`src/rtl/day_of_week_engine.sv`:
```
// Multi-cycle Gregorian day-of-week engine with a bit-serial mod-400 stage.
// Optional DayOfYear output is enabled by defining DOW_DAY_OF_YEAR_EN.
module day_of_week_engine #(
  parameter int YEAR_W     = 15,
  parameter int WEEK_START = 0
) (
  input  logic              Clk,
  input  logic              nReset,
  input  logic              Start,
  input  logic [6:0]        days,
  input  logic [6:0]        months,
  input  logic [YEAR_W-1:0] years,
  output logic              Busy,
  output logic              Done,
  output logic [2:0]        DayOfWeek,
  output logic              Leap,
`ifdef DOW_DAY_OF_YEAR_EN
  output logic [8:0]        DayOfYear,
  output logic              Error
`else
  output logic              Error
`endif
);

  // | state | meaning
  // | IDLE  | waiting for Start, result outputs held
  // | DIV   | one restoring division bit per cycle, (years-1) mod 400
  // | SUM   | leap flag, month offset, validity and weekday sum
  // | MOD   | reduce sum mod 7, rotate, publish result with Done
  typedef enum logic [1:0] {IDLE, DIV, SUM, MOD} stateType;

  localparam logic [2:0] WeekStart = 3'(WEEK_START);

  stateType          state;
  logic [6:0]        dayReg;
  logic [6:0]        monthReg;
  logic              yearZero;
  logic [YEAR_W-1:0] dividend;
  logic [8:0]        rem;
  logic [5:0]        bitCnt;
  logic [10:0]       sumReg;
  logic              leapReg;
  logic              errReg;
`ifdef DOW_DAY_OF_YEAR_EN
  logic [8:0]        doyReg;
`endif

  logic [9:0]  trial;
  logic [8:0]  remNext;
  logic [9:0]  remPlus1;
  logic [1:0]  c100;
  logic        leapNow;
  logic [8:0]  offsetNow;
  logic [4:0]  monthLen;
  logic        errNow;
  logic [10:0] sumNow;
  logic [2:0]  rawDow;
  logic [2:0]  rotDow;

  // 8 == 1 (mod 7), so summing octal digits preserves the residue.
  function automatic logic [2:0] mod7(input logic [10:0] s);
    logic [4:0] a;
    logic [3:0] b;
    a = 5'(s[2:0]) + 5'(s[5:3]) + 5'(s[8:6]) + 5'(s[10:9]);
    b = 4'(a[2:0]) + 4'(a[4:3]);
    return (b >= 4'd7) ? 3'(b - 4'd7) : b[2:0];
  endfunction

  always_comb begin
    trial   = {rem, dividend[YEAR_W-1]};
    remNext = (trial >= 10'd400) ? 9'(trial - 10'd400) : trial[8:0];
  end

  always_comb begin
    c100 = 2'd0;
    if (rem >= 9'd300)      c100 = 2'd3;
    else if (rem >= 9'd200) c100 = 2'd2;
    else if (rem >= 9'd100) c100 = 2'd1;

    remPlus1 = 10'(rem) + 10'd1;
    leapNow  = (remPlus1 == 10'd400) ||
               ((remPlus1[1:0] == 2'b00) && (remPlus1 != 10'd100) &&
                (remPlus1 != 10'd200) && (remPlus1 != 10'd300));

    offsetNow = 9'd0;
    monthLen  = 5'd0;
    case (monthReg)
      7'd1:  begin offsetNow = 9'd0;   monthLen = 5'd31; end
      7'd2:  begin offsetNow = 9'd31;  monthLen = leapNow ? 5'd29 : 5'd28; end
      7'd3:  begin offsetNow = 9'd59;  monthLen = 5'd31; end
      7'd4:  begin offsetNow = 9'd90;  monthLen = 5'd30; end
      7'd5:  begin offsetNow = 9'd120; monthLen = 5'd31; end
      7'd6:  begin offsetNow = 9'd151; monthLen = 5'd30; end
      7'd7:  begin offsetNow = 9'd181; monthLen = 5'd31; end
      7'd8:  begin offsetNow = 9'd212; monthLen = 5'd31; end
      7'd9:  begin offsetNow = 9'd243; monthLen = 5'd30; end
      7'd10: begin offsetNow = 9'd273; monthLen = 5'd31; end
      7'd11: begin offsetNow = 9'd304; monthLen = 5'd30; end
      7'd12: begin offsetNow = 9'd334; monthLen = 5'd31; end
      default: begin offsetNow = 9'd0; monthLen = 5'd0; end
    endcase
    if (leapNow && (monthReg > 7'd2) && (monthReg <= 7'd12))
      offsetNow = offsetNow + 9'd1;

    errNow = yearZero || (monthReg == 7'd0) || (monthReg > 7'd12) ||
             (dayReg == 7'd0) || (dayReg > 7'(monthLen));

    // 365 == 1 (mod 7): the whole-year term contributes r itself.
    sumNow = 11'(dayReg) + 11'(offsetNow) + 11'(rem) + 11'(rem >> 2) - 11'(c100);
  end

  always_comb begin
    rawDow = mod7(sumReg);
    rotDow = (rawDow >= WeekStart) ? (rawDow - WeekStart)
                                   : (rawDow + 3'd7 - WeekStart);
  end

  always_ff @(posedge Clk) begin
    if (!nReset) begin
      state     <= IDLE;
      Busy      <= 1'b0;
      Done      <= 1'b0;
      DayOfWeek <= 3'd0;
      Leap      <= 1'b0;
      Error     <= 1'b0;
      dayReg    <= 7'd0;
      monthReg  <= 7'd0;
      yearZero  <= 1'b0;
      dividend  <= '0;
      rem       <= 9'd0;
      bitCnt    <= 6'd0;
      sumReg    <= 11'd0;
      leapReg   <= 1'b0;
      errReg    <= 1'b0;
`ifdef DOW_DAY_OF_YEAR_EN
      doyReg    <= 9'd0;
      DayOfYear <= 9'd0;
`endif
    end else begin
      Done <= 1'b0;
      case (state)
        IDLE: begin
          if (Start) begin
            dayReg   <= days;
            monthReg <= months;
            yearZero <= (years == '0);
            dividend <= years - YEAR_W'(1);
            rem      <= 9'd0;
            bitCnt   <= 6'(YEAR_W);
            Busy     <= 1'b1;
            state    <= DIV;
          end
        end
        DIV: begin
          rem      <= remNext;
          dividend <= dividend << 1;
          bitCnt   <= bitCnt - 6'd1;
          if (bitCnt == 6'd1) state <= SUM;
        end
        SUM: begin
          sumReg  <= sumNow;
          leapReg <= leapNow;
          errReg  <= errNow;
`ifdef DOW_DAY_OF_YEAR_EN
          doyReg  <= offsetNow + 9'(dayReg);
`endif
          state   <= MOD;
        end
        MOD: begin
          Done      <= 1'b1;
          Busy      <= 1'b0;
          Leap      <= leapReg;
          Error     <= errReg;
          DayOfWeek <= errReg ? 3'd7 : rotDow;
`ifdef DOW_DAY_OF_YEAR_EN
          DayOfYear <= errReg ? 9'd0 : doyReg;
`endif
          state     <= IDLE;
        end
        default: state <= IDLE;
      endcase
    end
  end

endmodule
```
`config.mk`:
```
export PLATFORM = sky130hd
export DESIGN_NAME = day_of_week_engine
export DESIGN_NICKNAME = d
export VERILOG_FILES = /design/src/rtl/day_of_week_engine.sv
export SDC_FILE = /design/constraint.sdc
export NUM_CORES = 1
export LEC_CHECK = 0
export ABC_CLOCK_PERIOD_IN_PS = 12200
export CORE_MARGIN = 1.5
export CORE_UTILIZATION = 48
export CTS_CLUSTER_DIAMETER = 150
export CTS_CLUSTER_SIZE = 14
export DETAILED_ROUTE_END_ITERATION = 12
export DONT_BUFFER_PORTS = 1
export PLACE_DENSITY = 0.64
export SYNTH_ARGS = -nofsm -noshare
export SYNTH_HDL_FRONTEND = slang
export SYNTH_SLANG_ARGS = --single-unit
```
`constraint.sdc`:
```
create_clock -name Clk -period 12.2 [get_ports Clk]
set_input_delay 1.83 -clock Clk [delete_from_list [all_inputs] [get_ports Clk]]
set_output_delay 1.83 -clock Clk [all_outputs]
set_load 0.1 [all_outputs]
```
[After elaboration in Yosys (flattened, before gate mapping)]
Cells that the tools add are included.
W data, S select, Z words.
Word-level totals
  input port bits: 32
  logic and storage cells: 108
  flip-flop bits (word level): 67
  output and inout bits: 7
Cells by class
  order comparisons: 10
  add/sub/neg operators: 15
  equal/unequal tests: 22
  reduce and logical (&&, ||, !) cells: 23
  multiplexer cells: 23
Operator list (number)
  $pmux W9 S11: 1
  $eq A7 B4 Y1 const B: 5
  $pmux W15 S2: 1
  $eq A7 B3 Y1 const B: 4
  $mux W9: 3
  $pmux W9 S2: 1
  $logic_not A15 Y1: 1
  $mux W15: 1
  $pmux W5 S3: 1
  $sub A15 B1 Y15 const B: 1
  $eq A7 B2 Y1 const B: 2
  $logic_not A7 Y1: 2
  $pmux W6 S2: 1
  $add A10 B9 Y11: 1
  $add A11 B7 Y11: 1
  $sub A11 B2 Y11: 1
  $add A7 B9 Y10: 1
  $add A9 B1 Y10 const B: 1
  $eq A10 B9 Y1 const B: 1
  $ge A10 B9 Y1 const B: 1
  $ne A10 B7 Y1 const B: 1
  $ne A10 B8 Y1 const B: 1
  $ne A10 B9 Y1 const B: 1
  $add A9 B1 Y9 const B: 1
  other kinds (35): 58

[Longest topological paths before layout]
Gate-level depths: netlist of the first run.
  word-level depth: 13
  gate-level depth with buffers: 20
  mapped depth without buffers: 20

[Least setup slack after synthesis of the first run]
OpenSTA, ideal clock, no wires.
  path kind: register -> register
  start point: register rem[4]
  end point: register sumReg[9]
  period minus slack after synthesis: 4.296 ns
  buffers on the path: 0
  slack: 7.904 ns
  setup time: 0.059 ns
  stages on the path, launching flop included: 20
  required time: 12.141 ns
  arrival time: 4.238 ns
  cells stage by stage: dfxtp_1 > inv_1 > ha_1 > nand2b_1 > a31oi_1 > nand2_1 > fa_1 > inv_1 > fa_1 > inv_1 > fa_1 > inv_1 > ha_1 > inv_1 > fa_1 > nand3b_1 > a211oi_1 > or3_1 > mux2_1 > nand2_1
On the way
  word-level cells in the longest chain between the ends: 13
  elaborated cells between the ends (all ways): 22
  classes of those cells: add/sub (5); order compare (3); eq/ne (4); mux (4); reduce/logical (6)
Ends and longest elaborated chain
  start: declaration: line 39  | logic [8:0] rem;
  start signal: assignment: line 155  | rem <= remNext;
  $add A9 B1 Y10: line 80  | remPlus1 = 10'(rem) + 10'd1;
  $ne A10 B7 Y1: line 82  | ((remPlus1[1:0] == 2'b00) && (remPlus1 != 10'd100) &&
  $logic_and A1 B1 Y1 (2 in series): line 82
  $logic_and A1 B1 Y1: line 83  | (remPlus1 != 10'd200) && (remPlus1 != 10'd300));
  $logic_or A1 B1 Y1: line 81  | leapNow = (remPlus1 == 10'd400) ||
  $logic_and A1 B1 Y1 (2 in series): line 102  | if (leapNow && (monthReg > 7'd2) && (monthReg <= 7'd12))
  $mux W9: line 102
  $add A7 B9 Y10: line 109  | sumNow = 11'(dayReg) + 11'(offsetNow) + 11'(rem) + 11'(rem >> 2) - 11'(c100);
  $add A10 B9 Y11: line 109
  $add A11 B7 Y11: line 109
  $sub A11 B2 Y11 (*): line 109
  end signal: assignment: line 161  | sumReg <= sumNow;
  end: declaration: line 41  | logic [10:0] sumReg;
Every way passes the cells marked *; elsewhere a longest branch is shown, timed or not.
A chain may end at the register's enable or synchronous reset.

[Final worst setup path of the first run]
Same ends and word-level chain as after synthesis.

==> flow_summary.toml, run 1 <==
[grt]
grt_overflow = 0
grt_pass1_vias = 3765
antenna_found_initial = 0
grt_pass1_wl_um = 17600
grt_use_total_pct = 19.8
grt_max_degree = 51

[layout]
stdcell_count = 715
syn_to_final_growth_pct = 5.72
nNetsFinal = 679
drive_above_1_share_pct = 6.36
n_antenna_cell = 0

[detailed_routing]
vias_per_cell = 5.60
ant_nets = 0
drc = 0
drtIter0Drc = 204
wirelength_um = 10700
via_count = 4007
routedWlPerCell_um = 14.9
detail_route.first_pass.iterations = 4

[cts]
htree_levels = 3
clkLatencyLatePin_ns = 0.35
ctsHoldBuffers = 0
clockRootBuffer = "clkbuf_8"
cts_tree = "yes"
clock_path_buffers = 2
numCtsBuffers = 9
clkTransAtPathRegs_ns = 0.08
cts.repair.resized = 0
clock-sinks = 67
cts_setup_buffers = 0

[worst_setup_path]
reg2reg_to = "sumReg[9]"
crit_type = "flip-flop to flip-flop"
r2r_slack_ns = 7.53
worstReg2RegStart = "rem[4]"
cpMaxStageDelayCell = "fa_1"
crit_path_frequent_cell = "inv_1"
reg2regPathDepth = 19
worstPathMaxFanout = 10
cp-startpoint = "rem[4]"
required_ns = 12.50
endpoint_kind = "flip-flop"
slowest_delay_ns = 0.50
worst_setup_path_start_kind = "flip-flop"
crit_end = "sumReg[9]"
crit_chain = "inv_1 -> ha_1 -> nand2b_1 -> a31oi_1 -> nand2_1 -> fa_1 -> inv_1 -> fa_1 -> inv_1 -> fa_1 -> inv_1 -> ha_1 -> inv_1 -> fa_1 -> nand3b_1 -> a211oi_1 -> or3_1 -> mux2_1 -> nand2_1"
critPathArrivalTime_ns = 4.98

[synth]
async_flop_share_pct = 0
synth_ff_type = "dfxtp_1"
synth_area_um2 = 4970
synthTopCellsByArea = "dfxtp_1, ha_1, fa_1"
ys_warn_count = 0
ys_types = 73
synth_top_cell_by_area = "dfxtp_1"
synthCells = 594
ys_ff_latch = 67
syn_area_per_cell_um2 = 8.36
synth_top_area_share_pct = 27.0
synth_nets = 695
ys_seq_area_share_pct = 27.0
synth_edf_count = 0

[die]
die_w_um = 105
start_util_pct = 50.1
core-area_um2 = 9910
dieArea_um2 = 11000
die_h_um = 105
rows = 36
io_pins = 39

[timing]
setup_viol = 0
finalCritPeriodShare_pct = 38.3
grt_setup_unrepaired = "false"
holdWs_ns = 0.455
timing.setup.tns_ns = 0
worstMarginPinSlew_ns = 1.01
max_freq_mhz = 214
slew_headroom_pct = 32.6
period_minus_slack_ns = 4.67
finClkSkew_ns = 0.00660
maxSlewViolCount = 0
hold_viol = 0
worst_slack_ns = 7.53

[placement]
portBuffers = 0
dpl.cell_count = 700
dp_hpwl_um = 8160
preCtsSetupSlack_ns = 7.54
gp_congestion = 0.889

[power_and_ir_drop]
leakage_nw = 2.07
irDropWorstVdd_uv = 116
total_power_mw = 1.13
p_per_area_nw_per_um2 = 215

[hold_path]
hold_class = "flip-flop to flip-flop"

[job]
max_cap_violations = 0

[outcome]
status = "complete, no violations"
through the flow:
stage / util, % / cell area (um^2)
2_1_floorplan: - / 4970
3_3_place_gp: 50.6 / 5010
3_5_place_dp: 50.6 / 5010
4_1_cts: 53.0 / 5250
5_1_grt: 53.0 / 5250
6_report: 53.0 / 5250
worst min path at each step:
stage | end | startpoint | cells after the start | slack, ns
after floorplan | dividend[4] | dividend[4] | 2 | 0.43
after global placement | dividend[4] | dividend[4] | 2 | 0.44
after detailed placement | dividend[0] | dividend[0] | 2 | 0.45
after CTS | dividend[0] | dividend[0] | 2 | 0.46
after global routing | dayReg[5] | dayReg[5] | 2 | 0.49
final | dayReg[5] | dayReg[5] | 2 | 0.45
routing by layer:
metal | vias up | routed length [um] | global-route usage, % | share of wire, %
met3 | 16 | 344 | 3.68 | 3.2
met4 | 0 | 211 | 7.24 | 2.0
met5 | - | 0 | 0 | 0
met2 | 70 | 5210 | 34.2 | 49
met1 | 1879 | 4910 | 24.6 | 46
li1 | 2042 | - | - | -
cell usage after synthesis, types with 4 or more instances:
library cell and number:
xor2_1 8, a21oi_1 39, o21ai_0 23, fa_1 21, nor4_2 4, a31oi_1 10
nand2_1 66, ha_1 48, nor3_1 6, buf_2 4, o22ai_1 5, inv_1 57
mux2i_1 9, a211oi_1 11, nor2_1 42, nand3b_1 6, or3_1 6, o31ai_1 4
and3_1 4, xnor2_1 20, o211ai_1 4, o32ai_1 4, dfxtp_1 67, a22oi_1 6
nand2b_1 7, clkbuf_1 20, a21o_1 5, nand3_1 24
cells by family (layout without fill, tap and decap cells):
group	count (synthesis)	count (layout)	synth area share (%)
simple gates	190	190	19.4
compound gates	139	139	18.4
buf+inv	90	78	7.43
fa+ha+maj	69	69	20.6
flops	67	67	27.0
xor+xnor	28	28	4.94
mux	11	11	2.27
final cells by class:
type | instances | area, um^2
well taps | 133 | 166
repair buffers | 3 | 22.5
clock inverters | 6 | 115
inverters | 60 | 225
multi-input cells | 437 | 3260
fillers | 953 | 4660
clock buffers | 9 | 124
flip-flops and latches | 67 | 1340
worst max-delay path: cells and delay by family (launching register included):
kind	cells	cell delay [ns]
AO/OA/AOI/OAI	2	0.49
adder cells (fa/ha/maj)	6	2.33
flip-flops	1	0.35
multiplexers	1	0.31
AND/OR/NAND/NOR	5	0.64
buffers and inverters	5	0.51
sequential cells by signal, summed over array words and instances, names as in the netlist, 2 cells and up:
register	flops
rem	9
dayReg	7
sumReg	11
state	2
bitCnt	6
DayOfWeek	3
monthReg	7
dividend	15
where the power goes:
part,switching (mW),leakage (nW),internal [mW],total [mW]
clock network,0.0905,0.115,0.135,0.226
registers,0.0677,0.547,0.272,0.339
logic,0.331,1.41,0.235,0.565
layout by cell type (no fill, tap or decap), types with 5 or more instances in the layout:
master,count
nor3_1,6
a21oi_1,39
xnor2_1,20
nand3b_1,6
o21ai_0,23
nand3_1,24
a21o_1,5
nand2_1,66
xor2_1,8
nor2_1,42
dfxtp_1,67
a31oi_1,10
ha_1,48
fa_1,21
a211oi_1,11
or3_1,6
clkbuf_8,9
o22ai_1,5
mux2i_1,9
inv_1,57
a22oi_1,6
nand2b_1,7
Note: power is estimated with default switching activity, not from simulation.
==> inputs of run 2 (changes only) <==
ABC_CLOCK_PERIOD_IN_PS = 4000   (was 12200)
PLACE_DENSITY = 0.66   (was 0.64)
clock period = 4 ns   (was 12.2 ns; I/O delays follow)
==> run 2 against run 1 <==
  * The run now ends with negative setup slack left
  * Critical path depth is 1 higher
  * Clock power grew to 2.9 times the previous value
  * Final cell count is 3.8% higher
  * Non-clock buffer count is 26 higher
  * Total power grew to 3.2 times the previous value
  * Clock skew is 0.0082 ns higher
  * First-iteration DRC count is 14% lower
  * Core utilization is 3.3 points higher
  * Critical path type unchanged
  * Critical endpoint unchanged
  * Largest power group unchanged
==> flow_summary.toml, run 2 (synthesis results as in run 1) <==
[outcome]
status = "complete, but fails checks"
violations = "negative setup slack"

[layout]
final_area_um2 = 5570
largest-register = "dividend"
n_antenna_cell = 0
syn_to_final_growth_pct = 12.2
final_cell_mix = "nand2_1, dfxtp_1, inv_1"
largest_reg_flops = 15
drive_above_1_share_pct = 14.6
stdcell_count = 742
largestRegisters = "dividend x15, sumReg x11, rem x9"
nNetsFinal = 705
final_common_cell = "nand2_1"

[cts]
clock-sinks = 67
cts_tree = "yes"
numCtsBuffers = 9
htree_levels = 3
clock_path_buffers = 2
clkTransAtPathRegs_ns = 0.08
ctsHoldBuffers = 0
clockRootBuffer = "clkbuf_8"
clkLatencyLatePin_ns = 0.35

[die]
io_pins = 39
start_util_pct = 50.1
core-area_um2 = 9910
die_h_um = 105
dieArea_um2 = 11000
die_w_um = 105
rows = 36

[grt]
grt_use_total_pct = 21.3
grt_max_degree = 51
grt_pass1_vias = 4078
grt_pass1_wl_um = 19100
antenna_found_initial = 0
grt_overflow = 0

[detailed_routing]
vias_per_cell = 5.63
drtIter0Drc = 175
drc = 0
via_count = 4174
ant_nets = 0
wirelength_um = 11400
detail_route.first_pass.iterations = 4
routedWlPerCell_um = 15.4

[worst_setup_path]
reg2reg_to = "sumReg[9]"
critPathArrivalTime_ns = 4.31
required_ns = 4.30
worst_setup_path_start_kind = "flip-flop"
crit_path_frequent_cell = "inv_2"
cpMaxStageDelayCell = "fa_1"
worstPathMaxFanout = 3
crit_chain = "clkinv_4 -> ha_4 -> buf_4 -> a211oi_2 -> a311oi_2 -> o22ai_2 -> ha_2 -> inv_2 -> fa_1 -> inv_2 -> fa_1 -> inv_1 -> ha_2 -> inv_2 -> fa_2 -> nand3b_1 -> a211oi_2 -> or3_1 -> mux2_4 -> nand2_2"
crit_type = "flip-flop to flip-flop"
r2r_slack_ns = -0.01
worstReg2RegStart = "rem[4]"
slowest_delay_ns = 0.52
endpoint_kind = "flip-flop"
reg2regPathDepth = 20

[placement]
portBuffers = 0
dp_hpwl_um = 8760
gp_congestion = 0.874
preCtsSetupSlack_ns = -0.0979
dpl.cell_count = 720
place_area_um2 = 5210

[timing]
finClkSkew_ns = 0.0148
maxSlewViolCount = 0
max_freq_mhz = 249
period_minus_slack_ns = 4.01
hold_viol = 0
finalCritPeriodShare_pct = 100
setup_viol = 1
grt_setup_unrepaired = "true"
timing.setup.tns_ns = -0.0128
holdWs_ns = 0.380
worst_slack_ns = -0.0128
worstMarginPinSlew_ns = 1.00
slew_headroom_pct = 33.0

[power_and_ir_drop]
leakage_nw = 2.23
irDropWorstVdd_uv = 411
p_per_area_nw_per_um2 = 640

[hold_path]
hold_class = "input pin to flip-flop"
hp-start = "months[0]"
whs_endpoint = "monthReg[0]"
whs_path_depth = 2

[job]
max_cap_violations = 0
run 2: cell count changes in the layout (fill, tap and decap cells not counted), sizes merged:
cell      before  now
clkbuf         9   10
clkinv         2    3
inv           60   61
bufinv         3    2
clkinvlp       1    0
buf            3   29
run 2: routing by layer:
metal,track usage [%],up-vias,routed length [um],share of wire (%)
met5,0,-,0,0
met4,7.44,0,223,2.0
met2,37.4,59,5850,51
met3,3.18,17,289,2.5
met1,26.5,2009,5060,44
li1,-,2089,-,-
run 2: how the worst max path moves through the flow:
stage,startpoint,to,depth (start not counted)
final,rem[4],sumReg[9],20
after CTS,rem[4],sumReg[9],19
after global placement,rem[4],sumReg[9],19
after detailed placement,rem[4],sumReg[9],19
after global routing,rem[3],sumReg[9],21
after floorplan,rem[3],sumReg[9],19
run 2: layout make-up:
type	count	area [um^2]
Clock buffer	10	138
Multi-Input combinational cell	437	3360
Sequential cell	67	1350
Inverter	60	233
Tap cell	133	166
Fill cell	926	4340
Timing Repair Buffer	29	225
Clock inverter	6	95.1
run 2: repair_timing:
item,in CTS,in global routing
buffers inserted,2,4
setup endpoints to repair,1,7
resized for setup,3,22
pin swaps,7,16
run 2: critical path: cells and delay by family, from the launching register on:
kind | cells | cell delay, ns
compound gates | 4 | 0.69
fa+ha+maj | 6 | 1.85
buf+inv | 6 | 0.38
flops | 1 | 0.36
mux | 1 | 0.30
simple gates | 3 | 0.39
run 2: metrics by stage:
stage	utilization, %	power (mW)
after global routing	56.2	3.88
after detailed placement	52.6	2.83
final	56.2	3.57
after global placement	52.6	2.76
after CTS	55.2	3.51
after floorplan	-	2.41
run 2: report_power, final:
group	internal [mW]	switching (mW)	total [mW]
Sequential	0.828	0.191	1.02
Combinational	0.794	1.09	1.89
Clock	0.375	0.283	0.658
Total	2.00	1.57	3.57
